[src/rtl/hazard_control_pkg.sv]
// Shared definitions for the issue-stage hazard controller: FSM states,
// parameter defaults and a register-index decoder.
package hazard_control_pkg;

  localparam int unsigned MaxInflightDefault = 3;
  localparam int unsigned FlushCyclesDefault = 2;
  localparam int unsigned NumRegs            = 16;

  typedef enum logic [0:0] {
    HcRun,
    HcFlush
  } hc_state_e;

  function automatic logic [NumRegs-1:0] onehot16(input logic en, input logic [3:0] idx);
    logic [NumRegs-1:0] oh;
    oh      = '0;
    oh[idx] = en;
    return oh;
  endfunction

endpackage

[src/rtl/hazard_control_if.sv]
// Issue / retire / cancel / jump bundle between the pipeline and the hazard controller.
interface hazard_control_if;

  logic        issue_valid;
  logic        issue_read_a_en;
  logic [3:0]  issue_read_a_index;
  logic        issue_read_b_en;
  logic [3:0]  issue_read_b_index;
  logic        issue_write_en;
  logic [3:0]  issue_write_index;
  logic        issue_reads_flags;
  logic        issue_writes_flags;
  logic        retire_write;
  logic [3:0]  retire_index;
  logic        retire_flags;
  logic        cancel_write;
  logic [3:0]  cancel_index;
  logic        cancel_flags;
  logic        jump;

  logic        issue_accept;
  logic        stall;
  logic        flush;
  logic [15:0] pending_mask;
  logic        flags_pending;
  logic        underflow_err;

  modport slave (
    input  issue_valid, issue_read_a_en, issue_read_a_index, issue_read_b_en,
           issue_read_b_index, issue_write_en, issue_write_index, issue_reads_flags,
           issue_writes_flags, retire_write, retire_index, retire_flags, cancel_write,
           cancel_index, cancel_flags, jump,
    output issue_accept, stall, flush, pending_mask, flags_pending, underflow_err
  );

  modport master (
    output issue_valid, issue_read_a_en, issue_read_a_index, issue_read_b_en,
           issue_read_b_index, issue_write_en, issue_write_index, issue_reads_flags,
           issue_writes_flags, retire_write, retire_index, retire_flags, cancel_write,
           cancel_index, cancel_flags, jump,
    input  issue_accept, stall, flush, pending_mask, flags_pending, underflow_err
  );

endinterface

[src/rtl/hazard_counter.sv]
// Saturating in-flight counter: +inc, -dec per cycle, clamped to 0..MAX_INFLIGHT.
// underflow flags a decrement that would have gone below zero.
module hazard_counter
  import hazard_control_pkg::*;
#(
  parameter int unsigned MAX_INFLIGHT = MaxInflightDefault
) (
  input  logic       clock,
  input  logic       reset,
  input  logic       inc,
  input  logic [1:0] dec,
  output logic [1:0] count,
  output logic       underflow
);

  localparam logic [2:0] MaxCount = 3'(MAX_INFLIGHT);

  logic [1:0] count_q, count_d;
  logic [2:0] avail, diff;

  always_comb begin
    avail     = {1'b0, count_q} + {2'b00, inc};
    diff      = avail - {1'b0, dec};
    underflow = avail < {1'b0, dec};
    if (underflow) begin
      count_d = '0;
    end else if (diff > MaxCount) begin
      count_d = MaxCount[1:0];
    end else begin
      count_d = diff[1:0];
    end
  end

  always_ff @(posedge clock) begin
    if (reset) begin
      count_q <= '0;
    end else begin
      count_q <= count_d;
    end
  end

  assign count = count_q;

endmodule

[src/rtl/hazard_control.sv]
// Scoreboard-style issue interlock: per-register and flags in-flight counters gate issue,
// and a small FSM squashes younger fetches for FLUSH_CYCLES after a taken jump.
module hazard_control
  import hazard_control_pkg::*;
#(
  parameter int unsigned FLUSH_CYCLES = FlushCyclesDefault,
  parameter int unsigned MAX_INFLIGHT = MaxInflightDefault
) (
  input logic             clock,
  input logic             reset,
  hazard_control_if.slave bus
);

  localparam int unsigned     FcW       = (FLUSH_CYCLES > 2) ? $clog2(FLUSH_CYCLES) : 1;
  localparam logic [FcW-1:0]  FlushLoad = FcW'(FLUSH_CYCLES - 1);
  localparam logic [1:0]      MaxCount  = 2'(MAX_INFLIGHT);

  hc_state_e          state_q, state_d;
  logic [FcW-1:0]     flush_cnt_q, flush_cnt_d;
  logic               underflow_q;

  logic [1:0]         reg_count [NumRegs];
  logic [NumRegs-1:0] reg_uf;
  logic [NumRegs-1:0] pending;
  logic [NumRegs-1:0] inc_oh, ret_oh, can_oh;
  logic [1:0]         flags_count;
  logic               flags_uf;
  logic               accept;

  // Hazards are judged on registered counts only, so a same-cycle retire never bypasses.
  always_comb begin
    accept = bus.issue_valid && (state_q == HcRun);
    if (bus.issue_read_a_en && (reg_count[bus.issue_read_a_index] != 2'd0)) accept = 1'b0;
    if (bus.issue_read_b_en && (reg_count[bus.issue_read_b_index] != 2'd0)) accept = 1'b0;
    if (bus.issue_reads_flags && (flags_count != 2'd0)) accept = 1'b0;
    if (bus.issue_write_en && (reg_count[bus.issue_write_index] == MaxCount)) accept = 1'b0;
    if (bus.issue_writes_flags && (flags_count == MaxCount)) accept = 1'b0;
  end

  assign inc_oh = onehot16(accept && bus.issue_write_en, bus.issue_write_index);
  assign ret_oh = onehot16(bus.retire_write, bus.retire_index);
  assign can_oh = onehot16(bus.cancel_write, bus.cancel_index);

  for (genvar n = 0; n < NumRegs; n++) begin : g_reg
    hazard_counter #(
      .MAX_INFLIGHT(MAX_INFLIGHT)
    ) u_cnt (
      .clock     (clock),
      .reset     (reset),
      .inc       (inc_oh[n]),
      .dec       ({ret_oh[n] & can_oh[n], ret_oh[n] ^ can_oh[n]}),
      .count     (reg_count[n]),
      .underflow (reg_uf[n])
    );
    assign pending[n] = |reg_count[n];
  end

  hazard_counter #(
    .MAX_INFLIGHT(MAX_INFLIGHT)
  ) u_flags_cnt (
    .clock     (clock),
    .reset     (reset),
    .inc       (accept && bus.issue_writes_flags),
    .dec       ({bus.retire_flags & bus.cancel_flags, bus.retire_flags ^ bus.cancel_flags}),
    .count     (flags_count),
    .underflow (flags_uf)
  );

  always_comb begin
    state_d     = state_q;
    flush_cnt_d = flush_cnt_q;
    unique case (state_q)
      HcRun: begin
        if (bus.jump) begin
          state_d     = HcFlush;
          flush_cnt_d = FlushLoad;
        end
      end
      HcFlush: begin
        // A jump while flushing restarts the full flush window.
        if (bus.jump) begin
          flush_cnt_d = FlushLoad;
        end else if (flush_cnt_q == '0) begin
          state_d = HcRun;
        end else begin
          flush_cnt_d = flush_cnt_q - FcW'(1);
        end
      end
    endcase
  end

  always_ff @(posedge clock) begin
    if (reset) begin
      state_q     <= HcRun;
      flush_cnt_q <= '0;
      underflow_q <= 1'b0;
    end else begin
      state_q     <= state_d;
      flush_cnt_q <= flush_cnt_d;
      underflow_q <= underflow_q | (|reg_uf) | flags_uf;
    end
  end

  assign bus.issue_accept  = accept;
  assign bus.stall         = bus.issue_valid & ~accept;
  assign bus.flush         = (state_q == HcFlush);
  assign bus.pending_mask  = pending;
  assign bus.flags_pending = |flags_count;
  assign bus.underflow_err = underflow_q;

endmodule

[src/flat_wrapper.sv]
// flat-port wrapper written by rule: the top's interface ports become plain ports
module hazard_control_flat import hazard_control_pkg::*;
#(
  parameter int unsigned FLUSH_CYCLES = FlushCyclesDefault,
  parameter int unsigned MAX_INFLIGHT = MaxInflightDefault
)
  (clock, reset, bus_issue_valid, bus_issue_read_a_en, bus_issue_read_a_index, bus_issue_read_b_en, bus_issue_read_b_index, bus_issue_write_en, bus_issue_write_index, bus_issue_reads_flags, bus_issue_writes_flags, bus_retire_write, bus_retire_index, bus_retire_flags, bus_cancel_write, bus_cancel_index, bus_cancel_flags, bus_jump, bus_issue_accept, bus_stall, bus_flush, bus_pending_mask, bus_flags_pending, bus_underflow_err);
  hazard_control_if bus_i ();
  input logic clock;
  input logic reset;
  input wire logic [$bits(bus_i.issue_valid)-1:0] bus_issue_valid;
  input wire logic [$bits(bus_i.issue_read_a_en)-1:0] bus_issue_read_a_en;
  input wire logic [$bits(bus_i.issue_read_a_index)-1:0] bus_issue_read_a_index;
  input wire logic [$bits(bus_i.issue_read_b_en)-1:0] bus_issue_read_b_en;
  input wire logic [$bits(bus_i.issue_read_b_index)-1:0] bus_issue_read_b_index;
  input wire logic [$bits(bus_i.issue_write_en)-1:0] bus_issue_write_en;
  input wire logic [$bits(bus_i.issue_write_index)-1:0] bus_issue_write_index;
  input wire logic [$bits(bus_i.issue_reads_flags)-1:0] bus_issue_reads_flags;
  input wire logic [$bits(bus_i.issue_writes_flags)-1:0] bus_issue_writes_flags;
  input wire logic [$bits(bus_i.retire_write)-1:0] bus_retire_write;
  input wire logic [$bits(bus_i.retire_index)-1:0] bus_retire_index;
  input wire logic [$bits(bus_i.retire_flags)-1:0] bus_retire_flags;
  input wire logic [$bits(bus_i.cancel_write)-1:0] bus_cancel_write;
  input wire logic [$bits(bus_i.cancel_index)-1:0] bus_cancel_index;
  input wire logic [$bits(bus_i.cancel_flags)-1:0] bus_cancel_flags;
  input wire logic [$bits(bus_i.jump)-1:0] bus_jump;
  output wire logic [$bits(bus_i.issue_accept)-1:0] bus_issue_accept;
  output wire logic [$bits(bus_i.stall)-1:0] bus_stall;
  output wire logic [$bits(bus_i.flush)-1:0] bus_flush;
  output wire logic [$bits(bus_i.pending_mask)-1:0] bus_pending_mask;
  output wire logic [$bits(bus_i.flags_pending)-1:0] bus_flags_pending;
  output wire logic [$bits(bus_i.underflow_err)-1:0] bus_underflow_err;
  assign bus_i.issue_valid = bus_issue_valid;
  assign bus_i.issue_read_a_en = bus_issue_read_a_en;
  assign bus_i.issue_read_a_index = bus_issue_read_a_index;
  assign bus_i.issue_read_b_en = bus_issue_read_b_en;
  assign bus_i.issue_read_b_index = bus_issue_read_b_index;
  assign bus_i.issue_write_en = bus_issue_write_en;
  assign bus_i.issue_write_index = bus_issue_write_index;
  assign bus_i.issue_reads_flags = bus_issue_reads_flags;
  assign bus_i.issue_writes_flags = bus_issue_writes_flags;
  assign bus_i.retire_write = bus_retire_write;
  assign bus_i.retire_index = bus_retire_index;
  assign bus_i.retire_flags = bus_retire_flags;
  assign bus_i.cancel_write = bus_cancel_write;
  assign bus_i.cancel_index = bus_cancel_index;
  assign bus_i.cancel_flags = bus_cancel_flags;
  assign bus_i.jump = bus_jump;
  assign bus_issue_accept = bus_i.issue_accept;
  assign bus_stall = bus_i.stall;
  assign bus_flush = bus_i.flush;
  assign bus_pending_mask = bus_i.pending_mask;
  assign bus_flags_pending = bus_i.flags_pending;
  assign bus_underflow_err = bus_i.underflow_err;
  hazard_control #(.FLUSH_CYCLES(FLUSH_CYCLES), .MAX_INFLIGHT(MAX_INFLIGHT)) u_core (.clock(clock), .reset(reset), .bus(bus_i));
endmodule
[config.mk]
export PLATFORM = sky130hd
export DESIGN_NAME = hazard_control_flat
export DESIGN_NICKNAME = d
export VERILOG_FILES = /design/src/rtl/hazard_control_pkg.sv /design/src/rtl/hazard_control_if.sv /design/src/rtl/hazard_counter.sv /design/src/rtl/hazard_control.sv /design/src/flat_wrapper.sv
export SDC_FILE = /design/constraint.sdc
export NUM_CORES = 1
export LEC_CHECK = 0
export BUFFER_PORTS_ARGS = -buffer_cell sky130_fd_sc_hd__buf_4
export CAP_MARGIN = 10
export CORE_MARGIN = 4
export CORE_UTILIZATION = 40
export DETAILED_ROUTE_END_ITERATION = 8
export HOLD_SLACK_MARGIN = 0.02
export MAX_ROUTING_LAYER = met4
export PLACE_DENSITY_LB_ADDON = 0.25
export RECOVER_POWER = 25
export SYNTH_ARGS = -nofsm -noshare
export SYNTH_HDL_FRONTEND = slang
export SYNTH_SLANG_ARGS = --single-unit
[constraint.sdc]
create_clock -name clock -period 6.2 [get_ports clock]
set_clock_uncertainty 0.1 [all_clocks]
set_input_delay 0.62 -clock clock [delete_from_list [all_inputs] [get_ports clock]]
set_output_delay 0.62 -clock clock [all_outputs]
set_load 0.03 [all_outputs]
# After elaboration in Yosys (flattened, before gate mapping)
# Cells that the tools add are included.
# word_totals
register_bits	37
latchBits	0
mem_bits_rw	0
romBits	0
in_bits	33
word_cells	240
n_memories	0
# classes
add_sub_neg	35
n_mul	0
div_mod_pow	0
order_cmp	43
eq_ne	3
shift	0
n_mux	45
n_bitwise	45
n_reduce_logical	49
# op_table
cell	n
2-bit OR reduction	34
2-bit by 1-bit adder with 3-bit output	17
3-bit by 2-bit > comparator with 1-bit output, second input constant	17
3-bit by 2-bit < comparator with 1-bit output	17
3-bit by 2-bit subtractor with 3-bit output	17
16-bit AND	3
2-bit 2-to-1 mux	23
2-bit binary-select mux with 4-bit select	3
1-bit AND	18
1-bit XOR	17
16-bit OR reduction	1
5-bit >= comparator, second input constant	3
4-bit by 5-bit < comparator with 1-bit output, second input constant	3
4-bit inverter with 5-bit output	3
1-bit 2-to-1 mux	14
1-bit demux with 4-bit select	3
4-bit by 1-bit >= comparator with 1-bit output, second input constant	3
1-bit logical AND	11
2-bit nonzero test	3
2-bit equality test, second input constant	2
1-bit one-hot mux with 2 select lines	2
2-bit inequality test, second input constant	1
1-bit inverter	2
1-bit OR	2
1-bit subtractor, second input constant	1

# Longest topological paths before layout
# Gate-level depths: netlist of the first run.
# depth
word_depth	18
ltp_mapped	16

# Cells and area by module
# Synthesis of the first run repeated with hierarchy kept, for this count alone.
# unflattened
hier_cells	448
hier_area_um2	4256.6
# by_module_without_submodules
mod	n_inst	cells_each	area_each_um2
hazard_counter	17	15	165.2
hazard_control	1	193	1448.9

# Worst setup path after synthesis of the first run
# Ideal clock, no wire load.
# synth_path
kind	input port to flip-flop
from	in bus_issue_read_b_index[3]
to	reg u_core.underflow_q, in the netlist u_core.bus.underflow_err
arrival_time_ns	3.330
required_ns	5.967
setup_slack_ns	2.637
cell_stages	15
path_buffers	2
cell_sequence	buf_2 nor3_1 a21oi_1 a2111oi_0 nand4b_1 nand4_4 buf_6 nor3_1 ha_1 inv_1 fa_1 o31ai_1 nand2_1 nor4_1 a31oi_1
# synth_between
elab_chain_cells	17
# synth_lines
item	line_no	rtl
start, declared	flat_wrapper.sv:15	input wire logic [$bits(bus_i.issue_read_b_index)-1:0] bus_issue_read_b_index;
4-bit inverter with 5-bit output (not written as such) *	hazard_control.sv:34	if (bus.issue_read_b_en && (reg_count[bus.issue_read_b_index] != 2'd0)) accept = 1'b0;
2-bit binary-select mux with 4-bit select *	hazard_control.sv:34	
2-bit 2-to-1 mux (not written as such) * (2 in series)	hazard_control.sv:34	
2-bit nonzero test *	hazard_control.sv:34	
1-bit logical AND *	hazard_control.sv:34	
1-bit 2-to-1 mux *	hazard_control.sv:34	
1-bit 2-to-1 mux *	hazard_control.sv:35	if (bus.issue_reads_flags && (flags_count != 2'd0)) accept = 1'b0;
1-bit 2-to-1 mux *	hazard_control.sv:36	if (bus.issue_write_en && (reg_count[bus.issue_write_index] == MaxCount)) accept = 1'b0;
1-bit 2-to-1 mux *	hazard_control.sv:37	if (bus.issue_writes_flags && (flags_count == MaxCount)) accept = 1'b0;
1-bit logical AND	hazard_control.sv:40	assign inc_oh = onehot16(accept && bus.issue_write_en, bus.issue_write_index);
16-bit AND (no source line)	n/a	
2-bit by 1-bit adder with 3-bit output	hazard_counter.sv:22	avail = {1'b0, count_q} + {2'b00, inc};
3-bit by 2-bit < comparator with 1-bit output	hazard_counter.sv:24	underflow = avail < {1'b0, dec};
16-bit OR reduction	hazard_control.sv:100	underflow_q <= underflow_q | (|reg_uf) | flags_uf;
1-bit OR	hazard_control.sv:100	
1-bit OR *	hazard_control.sv:100	
end signal, assigned	hazard_control.sv:100	
end, declared	hazard_control.sv:20	logic underflow_q;
# Every way passes the cells marked *; elsewhere a longest branch is shown, timed or not. The select of a mux whose other input is x is not followed.
# A chain may end at the register's enable or synchronous reset.

# Worst setup path in the final report of the first run
# layout_path
from	reg u_core.g_reg[3].u_cnt.count_q[0]
to	reg u_core.underflow_q, in the netlist u_core.bus.underflow_err
# layout_between
elab_chain_cells	17
# layout_lines
item	line_no	rtl
start, declared	hazard_counter.sv:18	logic [1:0] count_q, count_d;
start signal, assigned	hazard_counter.sv:38	count_q <= count_d;
2-bit binary-select mux with 4-bit select	hazard_control.sv:33	if (bus.issue_read_a_en && (reg_count[bus.issue_read_a_index] != 2'd0)) accept = 1'b0;
2-bit 2-to-1 mux (not written as such) (2 in series)	hazard_control.sv:33	
2-bit nonzero test	hazard_control.sv:33	
1-bit logical AND	hazard_control.sv:33	
1-bit 2-to-1 mux	hazard_control.sv:33	
1-bit 2-to-1 mux	hazard_control.sv:34	
1-bit 2-to-1 mux	hazard_control.sv:35	
1-bit 2-to-1 mux	hazard_control.sv:36	
1-bit 2-to-1 mux	hazard_control.sv:37	
1-bit logical AND	hazard_control.sv:40	
16-bit AND (no source line)	n/a	
2-bit by 1-bit adder with 3-bit output	hazard_counter.sv:22	
3-bit by 2-bit < comparator with 1-bit output	hazard_counter.sv:24	
16-bit OR reduction	hazard_control.sv:100	
1-bit OR	hazard_control.sv:100	
1-bit OR *	hazard_control.sv:100	
# Marks and branches as above.

==> results.tsv, run 1 <==
stage	metric	value	unit
logic_synthesis	most used flip-flop cell after synthesis	dfxtp_1	
power_and_ir_drop	sw power	0.000353	W
logic_synthesis	Synth Cell Area	4430	um2
placed_design	placed cells	684	
clocking	Reg clk slew, reported paths	0.09	ns
global_routing	first-pass GRT wire length	19300	um
critical_path	CP max-delay cell	mux4_2	
final_layout	number of diodes	0	
logic_synthesis	number of flops mapped to enable cells by yosys	0	
critical_path	worst path arrival time	4.16	ns
power_and_ir_drop	Comb pwr share	39.5	%
sta	Max-slew headroom	-11.2	%
run_status	status	finished, violations left	
critical_path	crit path max fanout	19	
clocking	Clock Tree Root	clkbuf_8	
route	Antenna Violating Nets Remaining	0	
logic_synthesis	Seq/Total Area, Yosys	16.7	%
clocking	htree depth	2	
route	drt drc	0	
final_layout	Final Instance Area	5030	um2
power_and_ir_drop	sequential share of power	31.5	%
final_layout	nets	686	
critical_path	buffers and inverters on the worst path	2	
sta	Setup-failing EPs final	0	
global_routing	Tot GR Track Use	19.8	%
placed_design	pre-CTS setup slack	1.86	ns
placed_design	HPWL after DPL	10100	um
sta	final worst path period share	66.9	%
critical_path	Worst Setup End Kind	register	
sta	fin crit period	4.15	ns
sta	fin worst setup slack	2.05	ns
final_layout	Area growth syn-to-layout	13.6	%
route	initial detailed-routing violation count	196	
logic_synthesis	Synth top area share	19.2	%
final_layout	Final Util	46.4	%
floorplanning	Die X	113	um
route	final wirelength	11700	um
power_and_ir_drop	sw frac	38.2	%
route	vias per cell	5.30	
placed_design	PortBufs	53	
logic_synthesis	Synth Warn #	0	
sta	worst-margin pin slew	1.67	ns
logic_synthesis	Avg Cell Area, Syn	8.87	um2
power_and_ir_drop	worst vdd ir	0.0000958	V
sta	RSZ-0062 raised after global routing	false	
clocking	Hold Buf Count CTS	0	
clocking	CTS resizes	0	
final_layout	share of post-route cells with drive strength above 1	13.2	%
sta	Fin Setup TNS	0	ns
run	max cap viols	1	
logic_synthesis	FFs w/ async S/R, synth	0	%
critical_path	Crit path required time	6.21	ns
sta	Final Max Slew Viols	34	
global_routing	initial antenna violation count	0	
power_and_ir_drop	Clock power frac	29.0	%
sta	final count of hold timing violations	0	
logic_synthesis	Synth Net Count	634	
critical_path	CP Launch Type	register	
clocking	Skew-Pair Late Insertion Delay	0.30	ns
clocking	TritonCTS Buffers	5	
logic_synthesis	Synth area leaders	ha_1 (19%), dfxtp_1 (17%), fa_1 (15%)	
sta	FMAX	241	MHz
clocking	CTS Buffer Depth	2	
route	Initial DRT Pass Iterations	4	
floorplanning	core area	10800	um2
run_status	violated checks	max-capacitance violations, max-slew violations	
power_and_ir_drop	Static Leak	2.27	nW
clocking	CTS tree	yes	
floorplanning	die height	113	um
logic_synthesis	post-synth cell types	45	
logic_synthesis	Synth area leader	ha_1	
global_routing	number of global-route vias before repair	3797	
route	DR vias	3665	
global_routing	total gr overflow	0	
critical_path	top cell family by delay on the critical path	simple AND/OR/NAND/NOR gates	
critical_path	crit path cell chain	nor2_1, inv_1, mux4_2, o31a_1, nand4_2, nand4_4, nor3_1, ha_1, inv_1, fa_1, o31ai_1, nand4_1, nor3_1, a31oi_1	
power_and_ir_drop	PwrDens	184	nW/um2
final_layout	Layout Cells excl Fill	692	
floorplanning	Ports	54	
logic_synthesis	Post-Synthesis Cells	499	
floorplanning	overall die area	12800	um2
critical_path	Crit Path Class	register to register	
route	Routed WL per cell	16.9	um
worst_hold_path	Hold/Removal Path Class	register to register	
clocking	number of post-CTS setup repair buffers	0	
global_routing	largest net degree at the start of global routing	34	
clocking	clk sinks	37	
logic_synthesis	#FFs+latches synth	37	
floorplanning	row count	38	
placed_design	Routability Congestion	0.945	
critical_path	slowest cell delay on critical path	0.46	ns
power_and_ir_drop	Internal Power	0.000571	W
placed_design	DP Area	4930	um2
floorplanning	Initial Utilization	40.8	%
-- layer usage --
layer	part of all wire [%]	up-vias	GRT usage, %
met5	0	-	-
met1	41	1776	23.6
li1	-	1770	-
met2	51	101	34.8
met3	5.5	18	2.30
met4	2.9	0	6.41
-- synth_stat cells, drive strengths merged (10+ instances only) --
cell type  number
inv           119
ha             68
nor2           51
dfxtp          37
nor3           35
fa             34
a211oi         15
mux4           14
a21oi          12
nand2b         10
o31ai          10
xor2           10
-- worst register-to-register path, delay by kind of cell, from the launching register on --
family                   cells  cell delay (ns)
AND/OR/NAND/NOR              6             1.42
AO/OA/AOI/OAI                3             0.78
adder cells (fa/ha/maj)      2             0.67
multiplexers                 1             0.46
flip-flops                   1             0.37
buffers and inverters        2             0.15
-- stage by stage --
| step | hold WS [ns] | total power (W) |
|---|---|---|
| 2_1_floorplan | 0.351 | 0.000545 |
| 3_3_place_gp | 0.362 | 0.000668 |
| 3_5_place_dp | 0.381 | 0.000675 |
| 4_1_cts | 0.402 | 0.000942 |
| 5_1_grt | 0.429 | 0.000984 |
| 6_report | 0.399 | 0.000924 |
-- final cells by class --
| cell class | count | area, um2 |
|---|---|---|
| multi-input cells | 335 | 3170 |
| fillers | 1091 | 5810 |
| clock buffers | 5 | 68.8 |
| clock inverters | 3 | 68.8 |
| flip-flops and latches | 37 | 741 |
| well taps | 140 | 175 |
| inverters | 119 | 447 |
| repair buffers | 53 | 357 |
-- power groups by stage --
stage / combinational, W / clock [W] / sequential (W)
2_1_floorplan: 0.000258 / 0 / 0.000288
5_1_grt: 0.000407 / 0.000281 / 0.000295
6_report: 0.000365 / 0.000268 / 0.000291
3_5_place_dp: 0.000378 / 0 / 0.000297
4_1_cts: 0.000379 / 0.000271 / 0.000292
3_3_place_gp: 0.000371 / 0 / 0.000297
-- state kept, by name (all words and copies together), names as in the netlist --
| signal | cells |
|---|---|
| u_core.bus.flush | 1 |
| u_core.flush_cnt_q | 1 |
| u_core.g.u_cnt.count | 32 |
| u_core.u_flags_cnt.count | 2 |
| u_core.bus.underflow_err | 1 |
-- cells by family after synthesis --
kind of cell             after synthesis  synth area share, %
AO/OA/AOI/OAI                         52                 8.57
buffers and inverters                127                 11.6
flip-flops                            37                 16.7
XOR/XNOR                              17                 3.36
AND/OR/NAND/NOR                      148                 17.2
adder cells (fa/ha/maj)              102                 34.6
multiplexers                          16                 7.83
-- cell usage in the layout (no fill, tap or decap), types with 3 or more instances in the layout --
cell type	count
xnor2_1	7
mux4_2	11
nand2b_1	10
nor3_1	35
a21oi_1	12
xor2_1	10
clkbuf_8	5
inv_1	118
nand3b_1	5
nor2_1	51
a211oi_1	15
nand3_1	9
nand2_1	9
nor4_1	6
o31a_1	7
ha_1	68
or3b_2	3
o31ai_1	10
buf_4	42
fa_1	34
mux4_1	3
clkbuf_1	11
nor2b_1	7
dfxtp_1	37
-- worst paths after layout --
path | startpoint | end | slack, ns | depth (start not counted)
max | u_core.g_reg[3].u_cnt.count[0] | u_core.bus.underflow_err | 2.05 | 14
min | u_core.flush_cnt_q | u_core.bus.flush | 0.40 | 2
max reg2reg | u_core.g_reg[3].u_cnt.count[0] | u_core.bus.underflow_err | 2.05 | 14
min reg2reg | u_core.flush_cnt_q | u_core.bus.flush | 0.40 | 2
Note: power is estimated with default switching activity, not from simulation.
==> run 2: changes to the inputs <==
Clock period 6.2 ns to 3.55 ns, I/O delays scaled along.
==> run 2 against run 1 <==
  * The run ends with negative setup slack left
  * Final area up 28%
  * Non-clock buffer count up 104
  * Sequential share of layout area down 3.2 points
  * Utilization up 13 points
  * Setup slack worse by 2.3 ns
  * Die area unchanged
  * Register-to-register slack worse by 2.3 ns
  * Sequential power up 74%
  * Critical path type unchanged
  * Critical endpoint unchanged
  * Wire length up 18%
  * Worst hold slack worse by 0.23 ns
==> results.tsv, run 2 (same netlist as run 1, synthesis figures left out) <==
stage	metric	value	unit	change
run_status	status	finished, violations left		unchanged
run_status	violated checks	negative setup slack		was max-capacitance violations, max-slew violations
critical_path	crit path max fanout	8		was 19
sta	RSZ-0062 raised after global routing	true		was false
sta	Setup-failing EPs final	15		was 0
critical_path	CP most frequent cell	buf_4		
clocking	CTS Buffer Depth	2		unchanged
clocking	CTS tree	yes		unchanged
clocking	Reg clk slew, reported paths	0.08	ns	was 0.09 ns
critical_path	Crit Path Class	register to register		unchanged
sta	FMAX	265	MHz	was 241 MHz
critical_path	buffers and inverters on the worst path	3		was 2
floorplanning	Ports	54		unchanged
final_layout	Layout Cells excl Fill	796		was 692
critical_path	Worst Setup End Kind	register		unchanged
route	vias per cell	5.19		was 5.30
final_layout	Final Util	59.1	%	was 46.4%
floorplanning	die height	113	um	unchanged
final_layout	Area growth syn-to-layout	44.8	%	was 13.6%
floorplanning	overall die area	12800	um2	unchanged
critical_path	slowest cell delay on critical path	0.45	ns	was 0.46 ns
run	max cap viols	0		was 1
sta	final worst path period share	106	%	was 66.9%
final_layout	number of diodes	0		unchanged
clocking	TritonCTS Buffers	5		unchanged
global_routing	total gr overflow	0		unchanged
global_routing	Tot GR Track Use	22.5	%	was 19.8%
clocking	Skew-Pair Late Insertion Delay	0.30	ns	about the same
power_and_ir_drop	Static Leak	2.97	nW	was 2.27 nW
power_and_ir_drop	Internal Power	0.00115	W	was 0.000571 W
final_layout	leading cell type in the layout, fill and taps excluded	buf_4		was inv_1
sta	hold slack	0.170	ns	was 0.399 ns
power_and_ir_drop	sw frac	38.5	%	was 38.2%
power_and_ir_drop	PwrDens	292	nW/um2	was 184 nW/um2
route	drt drc	0		unchanged
placed_design	HPWL after DPL	11000	um	was 10100 um
final_layout	share of post-route cells with drive strength above 1	42.1	%	was 13.2%
final_layout	fillcell total	915		was 1091
clocking	htree depth	2		unchanged
floorplanning	row count	38		unchanged
critical_path	CP Launch Type	register		unchanged
placed_design	pre-CTS setup slack	-0.412	ns	was 1.86 ns
route	DR vias	4134		was 3665
final_layout	most frequent cells in the layout	buf_4 (152), inv_1 (108), nor2_1 (48), ha_1 (48), dfxtp_1 (36)		was inv_1 (118), ha_1 (68), nor2_1 (51)
route	Antenna Violating Nets Remaining	0		unchanged
floorplanning	core area	10800	um2	unchanged
route	initial detailed-routing violation count	220		was 196
final_layout	Storage cell area	742	um2	was 741 um2
global_routing	initial antenna violation count	0		unchanged
floorplanning	Initial Utilization	40.8	%	unchanged
placed_design	Routability Congestion	0.909		was 0.945
placed_design	PortBufs	53		unchanged
global_routing	first-pass GRT wire length	22000	um	was 19300 um
power_and_ir_drop	sequential share of power	27.0	%	was 31.5%
global_routing	largest net degree at the start of global routing	34		unchanged
sta	Final Max Slew Viols	0		was 34
clocking	clk sinks	37		unchanged
global_routing	number of global-route vias before repair	4390		was 3797
power_and_ir_drop	sw power	0.000719	W	was 0.000353 W
sta	Max-slew headroom	68.1	%	was -11.2%
sta	final count of hold timing violations	0		unchanged
sta	worst-margin pin slew	0.478	ns	was 1.67 ns
critical_path	CP max-delay cell	mux4_2		unchanged
floorplanning	Die X	113	um	unchanged
clocking	Clock Tree Root	clkbuf_8		unchanged
final_layout	nets	790		was 686
power_and_ir_drop	Comb pwr share	51.6	%	was 39.5%
critical_path	worst path arrival time	3.85	ns	was 4.16 ns
critical_path	Crit path required time	3.63	ns	was 6.21 ns
route	final wirelength	13900	um	was 11700 um
critical_path	top cell family by delay on the critical path	simple AND/OR/NAND/NOR gates		unchanged
placed_design	placed cells	773		was 684
route	Initial DRT Pass Iterations	5		was 4
power_and_ir_drop	worst vdd ir	0.000213	V	was 0.0000958 V
route	Routed WL per cell	17.4	um	was 16.9 um
sta	fin worst setup slack	-0.218	ns	was 2.05 ns
final_layout	multi-input gate area in the final layout	3730	um2	was 3170 um2
power_and_ir_drop	Power, Total	0.00187	W	was 0.000924 W
worst_hold_path	Hold/Removal Path Class	input port to register		was register to register
critical_path	crit path cell chain	or2_1, mux4_2, o31a_1, nand4_2, nand4_4, buf_4, nor3_4, ha_2, inv_1, fa_1, o31ai_1, buf_4, nand4_1, nor4_4, a31oi_1		was nor2_1, inv_1, mux4_2, o31a_1, nand4_2, nand4_4, nor3_1, ha_1, inv_1, fa_1, o31ai_1, nand4_1, nor3_1, a31oi_1
sta	fin crit period	3.77	ns	was 4.15 ns
final_layout	max reg flops	32		unchanged
power_and_ir_drop	Clock power frac	21.3	%	was 29.0%
==> run 2: power by group through the flow <==
stage	clock [W]	combinational (W)	sequential, W
detailed placement	0	0.000806	0.000512
floorplan	0	0.000450	0.000502
CTS	0.000411	0.000875	0.000503
global route	0.000424	0.00105	0.000511
global placement	0	0.000782	0.000509
finish	0.000399	0.000965	0.000506
==> run 2: final cells by class <==
cell class	count	share of cell area (%)
timing repair buffer	157	18.7
multi-input combinational	335	58.2
clock inverter	1	0.469
inverter	119	6.97
sequential	37	11.6
clock buffer	7	1.35
tap	140	2.73
==> run 2: stage by stage <==
| step | setup TNS, ns | instance area (um2) |
|---|---|---|
| 2_1_floorplan | 0 | 4430 |
| 3_3_place_gp | -1.11 | 5600 |
| 3_5_place_dp | -2.05 | 5600 |
| 4_1_cts | -1.39 | 6080 |
| 5_1_grt | -5.03 | 6410 |
| 6_report | -0.851 | 6410 |
==> run 2: worst paths after layout <==
check                           cells after the start  slack, ns                        to                      startpoint
worst min-delay path                                3       0.17        u_core.flush_cnt_q                        bus_jump
worst max-delay path                               15      -0.22  u_core.bus.underflow_err  u_core.g_reg[2].u_cnt.count[0]
worst max register to register                     15      -0.22  u_core.bus.underflow_err  u_core.g_reg[2].u_cnt.count[0]
worst min register to register                      2       0.40        u_core.flush_cnt_q              u_core.flush_cnt_q
==> run 2: timing repair <==
item	CTS	global route
endpoints found under the setup margin	25	33
gates resized for setup	64	57
buffers inserted	10	8
hold buffers	0	0
pin swaps	26	31
hold endpoints to repair	0	0
==> run 2: worst register-to-register path: cells and delay by family, from the launching register on <==
kind                       cells  cell delay (ns)
and+or+nand+nor                6             1.04
AOI/OAI and AO/OA              3             0.61
DFF                            1             0.33
buffers and inverters          3             0.43
muxes                          1             0.45
adders and majority gates      2             0.67
==> run 2: per-layer routing <==
metal | track usage, % | share of wire [%]
met3 | 4.28 | 6.8
met1 | 25.3 | 37
met4 | 7.85 | 4.0
met5 | - | 0
met2 | 39.8 | 52
